**config.mk**
```make
export PLATFORM = sky130hd
export DESIGN_NAME = uart_tx_fifo_drain
export DESIGN_NICKNAME = d
export VERILOG_FILES = /design/src/rtl/uart_pkg.sv /design/src/rtl/uart_tx_fifo_drain.sv
export SDC_FILE = /design/constraint.sdc
export NUM_CORES = 1
export LEC_CHECK = 0
export ABC_AREA = 1
export CAP_MARGIN = 5
export CORE_AREA = 3 3 52 54
export CTS_CLUSTER_DIAMETER = 150
export DETAILED_ROUTE_END_ITERATION = 6
export DIE_AREA = 0 0 55 57
export PLACE_DENSITY = 0.85
export SKIP_LAST_GASP = 1
export SLEW_MARGIN = 20
export SYNTH_ARGS = -nofsm -noshare
export SYNTH_HDL_FRONTEND = slang
export SYNTH_SLANG_ARGS = --single-unit
```
**constraint.sdc**
```tcl
create_clock -name clk -period 1.9 [get_ports clk]
set_input_delay 0.38 -clock clk [delete_from_list [all_inputs] [get_ports clk]]
set_output_delay 0.38 -clock clk [all_outputs]
set_load 0.05 [all_outputs]
```
**src/rtl/uart_pkg.sv**
```systemverilog
// Shared types and constants for the UART transmit path.
package uart_pkg;

  typedef enum logic [2:0] {
    IDLE,
    START,
    DATA,
    PARITY,
    STOP
  } tx_state_t;

  localparam int PAR_NONE   = 0;
  localparam int PAR_EVEN   = 1;
  localparam int PAR_ODD    = 2;
  localparam int OVERSAMPLE = 16;

  // acc is the XOR of all transmitted data bits; odd parity inverts it.
  function automatic logic parity_level(input logic acc, input int mode);
    return (mode == PAR_ODD) ? ~acc : acc;
  endfunction

endpackage

```
**src/rtl/uart_tx_fifo_drain.sv**
```systemverilog
// UART transmit serializer that drains the TX FIFO one word per frame,
// timed by an external 16x-oversampled baud tick.
//
// state  | meaning
// IDLE   | line high; pops a word as soon as the FIFO is non-empty
// START  | start bit (low) for 16 ticks
// DATA   | DBIT data bits, LSB first, 16 ticks each
// PARITY | optional parity bit, 16 ticks
// STOP   | line high for SB_TICK ticks, then done pulse
module uart_tx_fifo_drain
  import uart_pkg::*;
#(
  parameter int DBIT        = 8,
  parameter int SB_TICK     = 16,
  parameter int PARITY_MODE = 0
) (
  input  logic            clk,
  input  logic            Reset,
  input  logic            s_tick,
  input  logic            fifo_empty,
  input  logic [DBIT-1:0] fifo_rdata,
  output logic            fifo_rd,
  output logic            tx,
  output logic            tx_busy,
  output logic            tx_done_tick
);

  localparam logic [4:0] TICK_LAST  = 5'(OVERSAMPLE - 1);
  localparam logic [4:0] STOP_LAST  = 5'(SB_TICK - 1);
  localparam logic [2:0] BIT_LAST   = 3'(DBIT - 1);
  localparam bit         HAS_PARITY = (PARITY_MODE == PAR_EVEN) || (PARITY_MODE == PAR_ODD);

  tx_state_t       state, state_n;
  logic [4:0]      tick_cnt, tick_n;
  logic [2:0]      bit_cnt, bit_n;
  logic [DBIT-1:0] shift_reg, shift_n;
  logic            acc, acc_n;
  logic            done_n;
  logic            tx_n;

  always_comb begin
    state_n = state;
    tick_n  = tick_cnt;
    bit_n   = bit_cnt;
    shift_n = shift_reg;
    acc_n   = acc;
    fifo_rd = 1'b0;
    done_n  = 1'b0;

    case (state)
      IDLE: begin
        // A tick coincident with the pop is ignored: the counter starts at 0 in START.
        if (!fifo_empty) begin
          fifo_rd = 1'b1;
          shift_n = fifo_rdata;
          acc_n   = 1'b0;
          tick_n  = '0;
          state_n = START;
        end
      end
      START: begin
        if (s_tick) begin
          if (tick_cnt == TICK_LAST) begin
            tick_n  = '0;
            bit_n   = '0;
            state_n = DATA;
          end else begin
            tick_n = tick_cnt + 5'd1;
          end
        end
      end
      DATA: begin
        if (s_tick) begin
          if (tick_cnt == TICK_LAST) begin
            tick_n  = '0;
            shift_n = shift_reg >> 1;
            acc_n   = acc ^ shift_reg[0];
            bit_n   = bit_cnt + 3'd1;
            if (bit_cnt == BIT_LAST) begin
              state_n = HAS_PARITY ? PARITY : STOP;
            end
          end else begin
            tick_n = tick_cnt + 5'd1;
          end
        end
      end
      PARITY: begin
        if (s_tick) begin
          if (tick_cnt == TICK_LAST) begin
            tick_n  = '0;
            state_n = STOP;
          end else begin
            tick_n = tick_cnt + 5'd1;
          end
        end
      end
      STOP: begin
        if (s_tick) begin
          if (tick_cnt == STOP_LAST) begin
            tick_n  = '0;
            done_n  = 1'b1;
            state_n = IDLE;
          end else begin
            tick_n = tick_cnt + 5'd1;
          end
        end
      end
      default: begin
        tick_n  = '0;
        state_n = IDLE;
      end
    endcase

    // Line level follows the next state so tx changes on the same edge as the FSM.
    case (state_n)
      START:   tx_n = 1'b0;
      DATA:    tx_n = shift_n[0];
      PARITY:  tx_n = parity_level(acc_n, PARITY_MODE);
      default: tx_n = 1'b1;
    endcase
  end

  always_ff @(posedge clk or posedge Reset) begin
    if (Reset) begin
      state        <= IDLE;
      tick_cnt     <= '0;
      bit_cnt      <= '0;
      shift_reg    <= '0;
      acc          <= 1'b0;
      tx           <= 1'b1;
      tx_busy      <= 1'b0;
      tx_done_tick <= 1'b0;
    end else begin
      state        <= state_n;
      tick_cnt     <= tick_n;
      bit_cnt      <= bit_n;
      shift_reg    <= shift_n;
      acc          <= acc_n;
      tx           <= tx_n;
      tx_busy      <= (state_n != IDLE);
      tx_done_tick <= done_n;
    end
  end

endmodule

```
==> results summary, run 1 <==
The flow ran to the end, and the final reports show no timing, DRC or antenna violations. The part of the cycle the worst path needs is 0.9578. The pre-antenna-repair detailed-routing pass consisted of 4 iterations. The share of the synthesized area in the top cell type is 0.4579.

The count of unique library cells instantiated by Yosys is 27. Max-cap violations in this run came to 0. Ranked by total cell area, the synthesized netlist is headed by sky130_fd_sc_hd__dfrtp_1, sky130_fd_sc_hd__nand2_1, sky130_fd_sc_hd__inv_1.

The total number of yosys warnings is 0. The setup slack of the most critical reg-to-reg path is between 0.3 and 0.4 ns. At the worst endpoint, the arrival time is 1.44 ns. The share of the synthesized area in compound gates (AO/OA/AOI/OAI) is 0.1290.

The initial utilization of the core area, before any placement, comes to 0.5333. The peak clock frequency supported by timing came out at 0.5495 GHz. The transition time at the pin with the least slew margin is 0.4905 ns. In this run, CTS created clock tree buffers numbering 3. After synthesis, the largest family of logic cells by area is simple AND/OR/NAND/NOR gates. The post-layout net count is 178. The top fanout value on the critical path came out at 1. For this run, the leading register cell type out of synthesis is sky130_fd_sc_hd__dfrtp_1.

The relative contribution of combinational cells to total power came out at 0.320. The total die area is between 3000 and 4000 sq um. The routed length per placed instance is approximately 12 microns. The critical path goes through clkdlybuf4s50_1.

The switching power of the nets is around 0.49 mW. The total global routing overflow is 0. STA classifies the critical path startpoint as a flip-flop.

The final max-slew violation count is 0. Measured along the y axis, the die boundary spans 57 microns. The number of antenna violations at the first check in global routing is 0. The total number of placement rows came out at 17. The post-route standard cell area excluding fillers came out at between 1000 and 1500 sq um. The cell family contributing the most delay on the critical path is buffers and inverters. The via count of the first global-routing pass came out at about 1000.

On the critical path, the stage with the largest delay is an instance of sky130_fd_sc_hd__clkdlybuf4s50_1. The pin count of the biggest net entering global routing is 24. The H-tree depth reported by CTS came out at 1. The I/O pin count is 16. The post-detailed-placement cell area came out at ~1400 sq um.

The HPWL after detailed placement came out at ~1800 microns. For this run, asynchronously set or reset flops after synthesis account for 1.000. Setup repair after global routing left no endpoint under its margin. In this run the critical register-to-register path is captured at shift_reg[5]$_DFFE_PP0P_.

The number of standard cells in the layout, taps in and fillers out came out at 190. TritonCTS built the clock tree. Yosys instantiated no cell more often than sky130_fd_sc_hd__nand2_1.

The DRC marker count from the first detailed-route iteration is 20. The total internal power is 0.8907 mW. The xor/xnor share of the synthesized area is 0.007284. The region available for standard cell placement spans around 2300 sq um. The post-route DRC violation count is 0.

The critical path is of the flip-flop to output port type. The share of final-layout standard cells stronger than drive strength 1 came out at 0.1728. The clock passes through at most 2 buffers. The clock-pin slew on the worst setup and hold paths came out at between 0.1 and 0.15 ns. On the worst path, the slowest cell contributes a delay of 0.79 ns. The count of flip-flops with a built-in enable after synthesis came out at 0. Summing every instance area after synthesis gives 1202 sq um. The number of inserted diodes came out at 0.

Subtracting the final worst setup slack from the clock period gives approximately 1.8 ns. The basic-gate share of the synthesized area counting and, or, nand and nor cells is 0.2747. The average instance area after synthesis is between 8 and 9 sq um. The worst setup path is captured at an output port. Counting both buffers and inverters, the worst setup path holds a total of 1.

The power density over the cells came out at 962.8 nW/um^2. Of the total synthesized cell area, the portion taken by full adders, half adders and majority gates is 0.03122. The total number of clock tree sinks came out at 23. The cell sitting at the root of the clock tree is a sky130_fd_sc_hd__clkbuf_4.

The relative contribution of sequential cells to total power came out at 0.521. The worst hold path belongs to the class input pin to async pin. The source of the worst register-to-register timing path is tick_cnt[0]$_DFFE_PP0P_. The post-detailed-routing wire length came out at between 2000 and 2500 microns.

The total setup violations reported at the end of the flow came out at 0. The synthesized design spends more area on one cell type than any other, namely sky130_fd_sc_hd__dfrtp_1. The final-report hold violation count is 0. In this run the tightest slew margin relative to its limit is 0.6720. The number of nets still failing antenna checks after routing is 0. The insertion delay of the later-clocked pin in the worst-skew pair came out at 0.31 ns.

Across every metal layer, demand over resource in global routing totals 0.1724. The worst-case reg-to-reg path depth is 8. The die boundary width is about 55 microns.

The total instance count after detailed placement is around 190. The first global-routing pass estimated about 4000 microns of wire. The worst-case clock skew is around 0.0060 ns.

In this run the tool buffered the top-level ports with 15 buffer cells. Summed over all cells, the static leakage comes to 0.7066 nW. The share of power burned in the clock network is 0.159. The growth of design area from synthesis to finish came out at 19.67%. The final worst-path setup slack came out at ~0.080 ns. The synthesized design contains 23 register bits. The share of the yosys chip area belonging to registers is 0.4797. Detailed routing inserted a total of around 980 vias. The pre-CTS setup slack came out at approximately 0.17 ns.

Routability-driven placement finished with a final weighted congestion of between 0.9 and 1. Power comes to about 1.4 mW. The number of instances in the synthesized netlist is ~140. The core utilization of the finished layout is 0.6382.

The data required time at the worst endpoint is 1.52 ns. After detailed routing, the number of vias per cell comes to 5.174. VDD sags by at most 0.6924 mV. Post-CTS timing repair inserted 0 buffers for setup. After synthesis, the most frequently instantiated cells are sky130_fd_sc_hd__nand2_1, sky130_fd_sc_hd__dfrtp_1, sky130_fd_sc_hd__inv_1. The switching power share of the total is 0.3571. The number of flip-flops in the largest register is 8. The portion of synthesized area spent on multiplexers is 0. Hold timing on the final database bottoms out at a slack of between 0.4 and 0.5 ns.

Counting every net in the synthesized netlist gives between 150 and 200. The accumulated negative setup slack came out at 0 ns.
logic make-up after synthesis:
| group | Yosys count |
|---|---|
| buf+inv | 25 |
| fa+ha+maj | 3 |
| xor+xnor | 1 |
| simple gates | 68 |
| compound gates | 21 |
| flops | 23 |
placed cells by master (no fill, tap or decap), drive strengths merged:
cell type / instances
nor3: 1
xor2: 1
o21ai: 9
dfstp: 1
clkdlybuf4s50: 13
nand3: 15
buf: 4
nor2: 16
a21oi: 4
clkbuf: 4
inv: 25
a22oi: 3
nand4: 1
dfrtp: 22
ha: 3
o211ai: 3
a22o: 2
nand2: 35
layer usage:
layer  wire (microns)  vias up  GRT usage
li1                 -      499          -
met1             1020      458     0.2194
met2             1083       22     0.2855
met3              123        4    0.02350
met4               36        0    0.07292
met5                0        -          0
cell type report:
type | instances | area (sq um)
fillers | 196 | 815.8
repair buffers | 17 | 172.7
clock buffers | 4 | 26.28
multi-input cells | 93 | 534.3
well taps | 28 | 35.03
inverters | 25 | 93.84
flip-flops and latches | 23 | 576.8
timing repair:
item	in CTS	in global routing
setup endpoints to repair	0	1
hold buffers	0	0
resized for setup	0	1
power by group through the flow:
| stage | Clock (mW) | Combinational [mW] | Sequential [mW] |
|---|---|---|---|
| global route | 0.251 | 0.507 | 0.736 |
| detailed placement | 0 | 0.447 | 0.729 |
| finish | 0.221 | 0.443 | 0.721 |
| floorplan | 0 | 0.310 | 0.732 |
| CTS | 0.230 | 0.449 | 0.720 |
| global placement | 0 | 0.431 | 0.721 |
worst max-delay path by stage:
stage	slack, ns	startpoint	to	cells past startpoint
2_1_floorplan	0.48	state[2]$_DFF_PP0_	fifo_rd	3
3_3_place_gp	0.21	fifo_empty	fifo_rd	5
3_5_place_dp	0.17	s_tick	tx_busy$_DFF_PP0_	6
4_1_cts	0.05	state[2]$_DFF_PP0_	fifo_rd	4
5_1_grt	0.02	state[2]$_DFF_PP0_	fifo_rd	4
6_report	0.08	tx_done_tick$_DFF_PP0_	tx_done_tick	1
No activity file was read; power rests on OpenSTA's default activity.
==> inputs of run 2 (changes only) <==
--- a/config.mk
+++ b/config.mk
@@ -5,13 +5,12 @@
 export SDC_FILE = /design/constraint.sdc
 export NUM_CORES = 1
 export LEC_CHECK = 0
-export ABC_AREA = 1
 export CAP_MARGIN = 5
-export CORE_AREA = 3 3 52 54
+export CORE_AREA = 3 3 53 55
 export CTS_CLUSTER_DIAMETER = 150
 export DETAILED_ROUTE_END_ITERATION = 6
-export DIE_AREA = 0 0 55 57
-export PLACE_DENSITY = 0.85
+export DIE_AREA = 0 0 56 58
+export PLACE_DENSITY = 0.84
 export SKIP_LAST_GASP = 1
 export SLEW_MARGIN = 20
 export SYNTH_ARGS = -nofsm -noshare
==> results summary, run 2 <==
The run finished with clean final reports. The via count normalized by instance count came out at 5.994. On the final layout, the worst hold slack is a little under 0.4 ns. Counting the buffers created by CTS gives 3. The final-report hold violation count was 0. The growth of design area from synthesis to finish is 29.08%. The data arrival time of the worst path came out at ~1.5 ns. The switching power of the nets is about 0.9 mW. The largest total area in the synthesized netlist belongs to sky130_fd_sc_hd__dfrtp_1. The largest single stage delay on the critical path is about 0.8 ns.

The total number of clock tree sinks came out at 23. After synthesis, the most frequently instantiated cells are sky130_fd_sc_hd__dfrtp_1, sky130_fd_sc_hd__nand2_1, sky130_fd_sc_hd__a22oi_1. For the pin with the worst max-slew slack, the measured transition is between 0.4 and 0.5 ns. The share of total power dissipated in the clock network is 0.101. The total number of placement rows came out at 18. The number of antenna violations at the first check in global routing is 0. The net count of the mapped netlist is between 100 and 150.

The number of max-cap violations is 0. The clock-pin slew on the worst setup and hold paths came out at around 0.13 ns. The share of the yosys chip area belonging to registers came out at 0.4671. The insertion delay of the later-clocked pin in the worst-skew pair came out at 0.30 ns. The setup slack of the most critical reg-to-reg path came out at between 0.1 and 0.15 ns. The normalized max-slew margin came out at 0.6741. Walking the worst path, the cells encountered are clkdlybuf4s50_1. The weighted congestion at the end of routability-driven global placement is between 0.9 and 1. The count of fill cells added during filler insertion is about 200.

Ranked by total cell area, the synthesized netlist is headed by sky130_fd_sc_hd__dfrtp_1, sky130_fd_sc_hd__nand2_1, sky130_fd_sc_hd__a22oi_1. The HPWL after detailed placement is between 1500 and 2000 microns. The top cell types in the final layout, fill and taps aside, are sky130_fd_sc_hd__dfrtp_1, sky130_fd_sc_hd__buf_4, sky130_fd_sc_hd__nand2_1. The register with the most flip-flops in the layout has 8 of them. The number of nets still failing antenna checks after routing came out at 0. The wire length of the first global-routing pass came out at 4609 microns. The H-tree depth reported by CTS is 1. Of the total power, the share spent switching nets is 0.4161. The via count of the first global-routing pass came out at around 1000. Setup repair after global routing left no endpoint under its margin. The total number of yosys warnings came out at 0. The worst-case vdd ir drop came out at about 1 mV. The number of instances in the synthesized netlist came out at between 100 and 150.

The post-route minimum period came out at 1.828 ns. The type of element launching the critical path is a flip-flop. The post-detailed-routing wire length is ~2600 microns.

The final layout contains ~170 nets. The data required time at the worst endpoint is 1.52 ns. The floorplan step defined a die boundary enclosing 3248 sq um. The floorplan step set the die height to between 50 and 60 microns. The core area is roughly 2400 sq um. The min-delay analysis places its worst path in the category input pin to async pin. The share of synthesized area in the top cell type comes to 0.4458.

The number of standard cells in the layout, taps in and fillers out came out at about 180. The first detailed-routing pass took 4 iterations. The share of final-layout standard cells stronger than drive strength 1 came out at 0.2715. By startpoint and endpoint, the worst setup path is classified as flip-flop to output port.

Among cell families on the critical path, the largest total delay comes from buffers and inverters. The number of inserted diodes is 0. The total setup violations reported at the end of the flow came out at 0.

The pre-CTS setup slack is -0.08064 ns. The buffer and inverter count on the worst path is 1. The share of total power dissipated in combinational logic is 0.491. The master of the slowest instance on the critical path is sky130_fd_sc_hd__clkdlybuf4s50_1. The part of the cycle the worst path needs came out at 0.9622. The count of port buffers added during placement came out at 15. TritonCTS built the clock tree. Counting flops with an async set or reset pin after synthesis yields a share of 1.000. The pin count of the biggest net entering global routing is 24. The power density over the cells came out at ~1400 nW/um^2. The I/O pin count came out at 16. The core utilization of the finished layout is 0.6554. The power after layout came out at roughly 2.2 mW. sky130_fd_sc_hd__dfrtp_1 is the most common cell in the netlist. The final worst-path setup slack is just over 0.07 ns. The post-synthesis cell area is 1235 sq um. A synthesized cell averages approximately 11 sq um. The count of unique library cells instantiated by Yosys came out at 43.

The total instance count after detailed placement is ~170. The first routing iteration left 47 violations. Derived from the worst setup path, the maximum achievable clock frequency is ~0.55 GHz. Dividing the detail-routed wire length by the instance count gives 14.36 microns.

The die boundary width is ~56 microns. The aggregate global-route resource usage is 0.1751. The flip-flop and latch count after synthesis came out at 23. The relative contribution of sequential cells to total power came out at 0.408.

The cell sitting at the root of the clock tree is a sky130_fd_sc_hd__clkbuf_4. STA classifies the critical path endpoint as an output port. After clock tree synthesis, the flow added hold-fix buffers numbering 0. The internal power of the cells totals 1.259 mW. Yosys mapped a number of flops with a built-in enable equal to 0. Summed over all layers, the global routing overflow is 0. The analysis attributes to cell leakage a power of around 0.73 nW. After detailed routing, the number of remaining DRC violations is 0.

The worst-case clock skew came out at ~0.0078 ns. The top fanout value on the critical path came out at 1. The largest buffer count on any clock path is 2. The final max-slew violation count is 0. The starting density of the core is 0.5077. For this run, the leading register cell type out of synthesis is sky130_fd_sc_hd__dfrtp_1. The via count is about 1100.
## run 2: changes by cell type in the layout (fill, tap and decap cells not counted), moves of 3 or more
cell / delta
sky130_fd_sc_hd__nand3_2: -4
sky130_fd_sc_hd__inv_2: -5
sky130_fd_sc_hd__nand3_1: -3
sky130_fd_sc_hd__mux2i_1: +3
sky130_fd_sc_hd__nand2_1: -16
sky130_fd_sc_hd__a22oi_1: +6
sky130_fd_sc_hd__inv_1: -15
sky130_fd_sc_hd__nor2_1: -9
sky130_fd_sc_hd__buf_4: +17
sky130_fd_sc_hd__o21ai_1: +3
## run 2: through the flow
step	setup TNS, ns	instance area [sq um]
after floorplan	-0.1369	1235
after global placement	-0.1182	1510
after CTS	0	1551
after global routing	0	1594
final	0	1594
after detailed placement	-0.1541	1510
## run 2: path summary, 6_finish.rpt
| kind | start | endpoint | depth (start not counted) |
|---|---|---|---|
| max | tx_busy$_DFF_PP0_ | tx_busy | 1 |
| min | Reset | shift_reg[0]$_DFF_PP0_ | 3 |
| max reg2reg | tick_cnt[0]$_DFFE_PP0P_ | tx_busy$_DFF_PP0_ | 6 |
| min reg2reg | shift_reg[6]$_DFFE_PP0P_ | shift_reg[6]$_DFFE_PP0P_ | 2 |
| max in group asynchronous | Reset | tx$_DFF_PP1_ | 3 |
| min in group clk | shift_reg[6]$_DFFE_PP0P_ | shift_reg[6]$_DFFE_PP0P_ | 2 |
## run 2: per-layer routing
layer	vias up	track usage	wire (microns)
met5	-	0	0
met4	0	0.05763	10
met3	2	0.02227	127
met2	39	0.3072	1275
met1	539	0.2256	1185
li1	505	-	-
## run 2: power groups by stage
stage / Clock (mW) / Sequential (mW) / Combinational, mW
after floorplan: 0 / 0.887 / 0.651
after global placement: 0 / 0.868 / 0.924
after detailed placement: 0 / 0.886 / 0.971
after CTS: 0.226 / 0.878 / 0.984
after global routing: 0.249 / 0.903 / 1.17
final: 0.218 / 0.879 / 1.06
## run 2: area by class of cell
| type | instances | area [sq um] | share of cell area |
|---|---|---|---|
| Timing Repair Buffer | 34 | 299.0 | 0.1876 |
| Clock inverter | 1 | 5.005 | 0.003140 |
| Inverter | 5 | 18.77 | 0.01177 |
| Multi-Input combinational cell | 85 | 631.9 | 0.3964 |
| Sequential cell | 23 | 579.3 | 0.3634 |
| Clock buffer | 3 | 22.52 | 0.01413 |
| Tap cell | 30 | 37.54 | 0.02355 |
## run 2: cells by family (layout without fill, tap and decap cells)
group / count (synthesis) / count (layout) / synth area share
simple gates: 47 / 47 / 0.2310
compound gates: 32 / 32 / 0.2118
flops: 23 / 23 / 0.4671
buf+inv: 9 / 43 / 0.03546
fa+ha+maj: 3 / 3 / 0.03040
mux: 3 / 3 / 0.02432
## run 2: what timing repair did
item / 4_1_cts / 5_1_grt
cloned: 0 / 0
endpoints found under the setup margin: 1 / 10
setup buffers: 2 / 3
pin swaps: 1 / 1
endpoints found under the hold margin: 0 / 0
resized for setup: 1 / 5
